### config.mk
export PLATFORM = sky130hd
export DESIGN_NAME = hazard_controller
export DESIGN_NICKNAME = d
export VERILOG_FILES = /design/src/rtl/hazard_pkg.sv /design/src/rtl/sat_counter.sv /design/src/rtl/hazard_controller.sv
export SDC_FILE = /design/constraint.sdc
export NUM_CORES = 1
export LEC_CHECK = 0
export ABC_AREA = 1
export CORE_MARGIN = 2
export CORE_UTILIZATION = 55
export DETAILED_ROUTE_END_ITERATION = 10
export GPL_TIMING_DRIVEN = 0
export MAX_ROUTING_LAYER = met4
export PLACE_DENSITY = 0.89
export SYNTH_ARGS = -nofsm -noshare
export SYNTH_HDL_FRONTEND = slang
export SYNTH_SLANG_ARGS = --single-unit
### constraint.sdc
create_clock -name clk -period 3.23 [get_ports clk]
set_input_delay 0.323 -clock clk [delete_from_list [all_inputs] [get_ports clk]]
set_output_delay 0.323 -clock clk [all_outputs]
set_load 0.02 [all_outputs]
### src/rtl/hazard_pkg.sv
// Shared types and constants for the pipeline hazard controller.
// Holds the FSM state encoding, the zero-register index and counter width.
// No timing or flow control of its own.
package hazard_pkg;

    typedef enum logic {
        RUN     = 1'b0,
        MEMWAIT = 1'b1
    } hz_state_t;

    localparam logic [4:0] XZR_IDX = 5'd31;
    localparam int         CNT_W   = 16;

endpackage

### src/rtl/sat_counter.sv
// Saturating up-counter used for hazard performance statistics.
// Latency: count updates one cycle after inc; sticks at all-ones.
// No backpressure: inc is sampled every cycle.
module sat_counter #(
    parameter int WIDTH = 16
) (
    input  logic             clk,
    input  logic             reset_n,
    input  logic             inc,
    output logic [WIDTH-1:0] count
);

    always_ff @(posedge clk or negedge reset_n) begin
        if (!reset_n) begin
            count <= '0;
        end else if (inc && (count != '1)) begin
            count <= count + WIDTH'(1);
        end
    end

endmodule

### src/rtl/hazard_controller.sv
// Pipeline hazard controller: memory-wait freeze, load-use stall, branch flush.
// Latency: enables/flush are combinational from state and current inputs.
// Backpressure: a pending dmem access freezes every pipeline register.
module hazard_controller
    import hazard_pkg::*;
#(
    parameter int TIMEOUT_LIMIT = 255
) (
    input  logic             clk,
    input  logic             reset_n,
    input  logic             MemRead_ex,
    input  logic [4:0]       Rd_ex,
    input  logic [4:0]       regA_id,
    input  logic [4:0]       regB_id,
    input  logic             useA_id,
    input  logic             useB_id,
    input  logic             branch_taken_ex,
    input  logic             dmem_req,
    input  logic             dmem_ready,
    output logic             pc_en,
    output logic             ifid_en,
    output logic             idex_en,
    output logic             exmem_en,
    output logic             memwb_en,
    output logic             ifid_flush,
    output logic             idex_bubble,
    output logic [CNT_W-1:0] stall_cycles,
    output logic [CNT_W-1:0] flush_count,
    output logic             mem_timeout
);

    localparam int WAIT_W = (TIMEOUT_LIMIT < 2) ? 1 : $clog2(TIMEOUT_LIMIT + 1);
    localparam logic [WAIT_W-1:0] WAIT_MAX = WAIT_W'(TIMEOUT_LIMIT);

    hz_state_t         state;
    hz_state_t         state_nxt;
    logic              load_use;
    logic              lu_stall;
    logic              lu_stalled;
    logic [WAIT_W-1:0] wait_cnt;
    logic [WAIT_W-1:0] wait_nxt;

    assign load_use = MemRead_ex && (Rd_ex != XZR_IDX) &&
                      ((useA_id && (Rd_ex == regA_id)) ||
                       (useB_id && (Rd_ex == regB_id)));

    assign wait_nxt = (wait_cnt == WAIT_MAX) ? wait_cnt : wait_cnt + WAIT_W'(1);

    always_comb begin
        state_nxt   = state;
        pc_en       = 1'b0;
        ifid_en     = 1'b0;
        idex_en     = 1'b0;
        exmem_en    = 1'b0;
        memwb_en    = 1'b0;
        ifid_flush  = 1'b0;
        idex_bubble = 1'b0;
        lu_stall    = 1'b0;
        if (reset_n) begin
            unique case (state)
                RUN: begin
                    if (dmem_req && !dmem_ready) begin
                        state_nxt = MEMWAIT;
                    end else if (branch_taken_ex) begin
                        {pc_en, ifid_en, idex_en, exmem_en, memwb_en} = 5'b11111;
                        ifid_flush  = 1'b1;
                        idex_bubble = 1'b1;
                    end else if (load_use && !lu_stalled) begin
                        // Second back-to-back hit means the bubble already resolved it.
                        {idex_en, exmem_en, memwb_en} = 3'b111;
                        idex_bubble = 1'b1;
                        lu_stall    = 1'b1;
                    end else begin
                        {pc_en, ifid_en, idex_en, exmem_en, memwb_en} = 5'b11111;
                    end
                end
                MEMWAIT: begin
                    if (dmem_ready) begin
                        {pc_en, ifid_en, idex_en, exmem_en, memwb_en} = 5'b11111;
                        state_nxt = RUN;
                    end
                end
                default: state_nxt = RUN;
            endcase
        end
    end

    always_ff @(posedge clk or negedge reset_n) begin
        if (!reset_n) begin
            state       <= RUN;
            wait_cnt    <= '0;
            mem_timeout <= 1'b0;
            lu_stalled  <= 1'b0;
        end else begin
            state      <= state_nxt;
            lu_stalled <= lu_stall;
            if (state == RUN) begin
                wait_cnt <= '0;
            end else if (!dmem_ready) begin
                wait_cnt <= wait_nxt;
                if (wait_nxt == WAIT_MAX) begin
                    mem_timeout <= 1'b1;
                end
            end
        end
    end

    sat_counter #(.WIDTH(CNT_W)) u_stall_cnt (
        .clk     (clk),
        .reset_n (reset_n),
        .inc     (~pc_en),
        .count   (stall_cycles)
    );

    sat_counter #(.WIDTH(CNT_W)) u_flush_cnt (
        .clk     (clk),
        .reset_n (reset_n),
        .inc     (ifid_flush),
        .count   (flush_count)
    );

endmodule

==> results.toml <==
[finish]
n_antenna_cell = 0
areaGrowthSynthToFinish_pct = 29.8
fill_cells = 415
drive_gt1_share_pct = 10.1
nets = 489
fin_area_um2 = 3710
fin_cells = 534

[place]
dp_cells = 524
preCtsSetupSlack_ns = 0.346
portBuffers = 61
dpl-instance-area_um2 = 3570
gp_congestion = 0.933
dp_hpwl_um = 5260

[clock_network]
cts_buffers = 5
cts_sinks = 43
ctsHtreeMaxLevel = 2
post-cts-setup-buffer-count = 0
worstSkewPairLatency_ns = 0.30
cts_tree = "built"
cts_max_path_buffers = 2
path_clk_slew_ns = 0.09
clockRootBuffer = "clkbuf_8"

[routing]
drt_iter0_markers = 146
vias = 2795
drt_wl_total_um = 6960
wl_per_cell_um = 13.0
vias_per_cell = 5.23
dr.pass1.iters = 5
ant_nets = 0
drc = 0

[die]
core_area_um2 = 5070
placementRows = 26
start_util_pct = 56.3
io_pins = 63
die_area_um2 = 5790
die_x_um = 76.1
die_h_um = 76.1

[pwr]
power_switching_uw = 631
p_per_area_nw_per_um2 = 471
p_comb_share_pct = 34.3
swShare_pct = 36.1
pwr-share-seq_pct = 41.6
clockPowerShare_pct = 24.0
leakage_nw = 1.76
ir_drop_mv = 0.499
internal-power_mw = 1.12

[sta]
finalWorstSetupSlack_ns = 0.156
rsz0062_at_grt = "no"
tns_ns = 0
tightest_slew_ns = 0.453
relSlewSlack_pct = 69.7
fmax_mhz = 325
hold_viol = 0
setup_viol = 0
fin_hold_ws_ns = 0.353
period_minus_slack_ns = 3.07
skew_ns = 0.00831
fin_crit_sh_pct = 95.2
slew_viol_final = 0

[grt]
grt.busiest_layer = "met2"
grt_max_degree = 37
grt_pass1_wl_um = 12100
antenna_found_initial = 0
use_met2_pct = 48.0
overflow = 0
use_met1_pct = 29.2
grt_pass1_vias = 2779
use_met3_pct = 4.03
grt.total_usage_pct = 25.8

[worst_setup_path]
worstSetupPathType = "input pin to output port"
critical_path_required_ns = 2.91
ff2ff_path_depth = 9
cp_slowest_cell = "clkdlybuf4s50_1"
critPathCaptureType = "output port"
max_stage_delay_ns = 0.59
cp.arrival_ns = 2.75
cp-start-kind = "input pin"
worstPathMaxFanout = 36
reg2reg_slack_ns = 1.29
crit_chain = "dlygate4sd3_1 -> buf_2 -> buf_12 -> nand2_1 -> nor2_4 -> nand2_2 -> buf_4 -> buf_6 -> nand2_1 -> buf_4 -> clkdlybuf4s50_1"

[synthesis]
yosys_warnings = 0
avgSynthCellArea_um2 = 7.29
synth_cells = 392
synth_nets = 418
synth_seq_area_share_pct = 37.7
synthArstFlopShare_pct = 100
netlist_area_um2 = 2860
synth_edf_count = 0
synth_most_common_cell = "nand2_1"
yosys_most_used_dff = "dfrtp_1"
ys_types = 32
ys_top_cells_by_area = "dfrtp_1 (38%), nand2_1 (18%), inv_1 (5.3%)"
synth_top_cell_area_share_pct = 37.7
synth_top_cell_by_area = "dfrtp_1"
ys_seq_elements = 43
ys_top_cells_by_count = "nand2_1 (135), dfrtp_1 (43), inv_1 (40)"

[job]
maxCapViolations = 0

[min_path]
hold_depth = 3
min_path_type = "input pin to flip-flop"

[run_status]
status = "finished clean"
-- per-layer routing --
layer | vias up | part of all wire (%)
met1 | 1309 | 42
met3 | 8 | 5.1
met4 | 0 | 0.93
met5 | - | 0
met2 | 89 | 52
li1 | 1389 | -
-- worst paths after layout --
path / end / start
worst max register to register: mem_timeout / wait_cnt[0]
worst min register to register: mem_timeout / mem_timeout
max in group asynchronous: u_flush_cnt.count[2] / reset_n
worst max-delay path: pc_en / reset_n
min in group asynchronous: u_flush_cnt.count[8] / reset_n
worst min-delay path: wait_cnt[0] / dmem_ready
-- what timing repair did --
action / 4_1_cts / 5_1_grt
endpoints found under the hold margin: 10 / 0
endpoints found under the setup margin: 0 / 1
gates resized for setup: 0 / 2
hold buffers: 2 / 0
-- flip-flops by register name, indices dropped and copies added, names as in the netlist --
signal / count
lu_stalled: 1
mem_timeout: 1
state: 1
u_flush_cnt.count: 16
u_stall_cnt.count: 16
wait_cnt: 8
-- cells in the final DEF, fill, tap and decap left out, types with 3 or more instances in the layout --
| cell type | count |
|---|---|
| buf_2 | 5 |
| ha_1 | 3 |
| clkdlybuf4s50_1 | 60 |
| nand3_2 | 4 |
| dfrtp_1 | 43 |
| buf_6 | 4 |
| xor2_1 | 16 |
| buf_4 | 4 |
| o21ai_1 | 3 |
| clkbuf_8 | 5 |
| nand2_2 | 4 |
| o21ai_0 | 10 |
| nand4_1 | 20 |
| nor2_1 | 28 |
| nand2_1 | 135 |
| inv_1 | 40 |
| xnor2_1 | 11 |
| nor3_1 | 9 |
| nand3_1 | 30 |
| nor2_4 | 3 |
| inv_2 | 4 |
-- kinds of logic after synthesis --
group / synth area share (%)
buffers and inverters: 9.46
XOR/XNOR: 8.85
AND/OR/NAND/NOR: 39.2
flip-flops: 37.7
adder cells (fa/ha/maj): 1.31
AO/OA/AOI/OAI: 3.46
-- final cells by class --
class	instances	area [um2]	share of cell area, %
multi-input combinational	291	1520	40.9
sequential	43	1080	29.0
timing repair buffer	64	646	17.4
inverter	45	171	4.62
buffer	13	98.8	2.67
tap	70	87.6	2.36
clock buffer	5	68.8	1.86
clock inverter	3	43.8	1.18
-- worst max-delay path: cells and delay by family --
family	cells	cell delay, ns
buf+inv	7	1.87
simple gates	4	0.53
-- power by group through the flow --
| stage | clock network, mW | logic [mW] | registers, mW |
|---|---|---|---|
| floorplan | 0 | 0.264 | 0.794 |
| global placement | 0 | 0.570 | 0.728 |
| detailed placement | 0 | 0.590 | 0.734 |
| CTS | 0.431 | 0.597 | 0.726 |
| global route | 0.448 | 0.653 | 0.739 |
| finish | 0.420 | 0.600 | 0.728 |
-- metrics by stage --
step / util [%] / power, mW
after floorplan: - / 1.06
after global placement: 70.0 / 1.30
after detailed placement: 70.3 / 1.32
after CTS: 73.0 / 1.75
after global routing: 73.1 / 1.84
final: 73.1 / 1.75
Note: power is estimated with default switching activity, not from simulation.
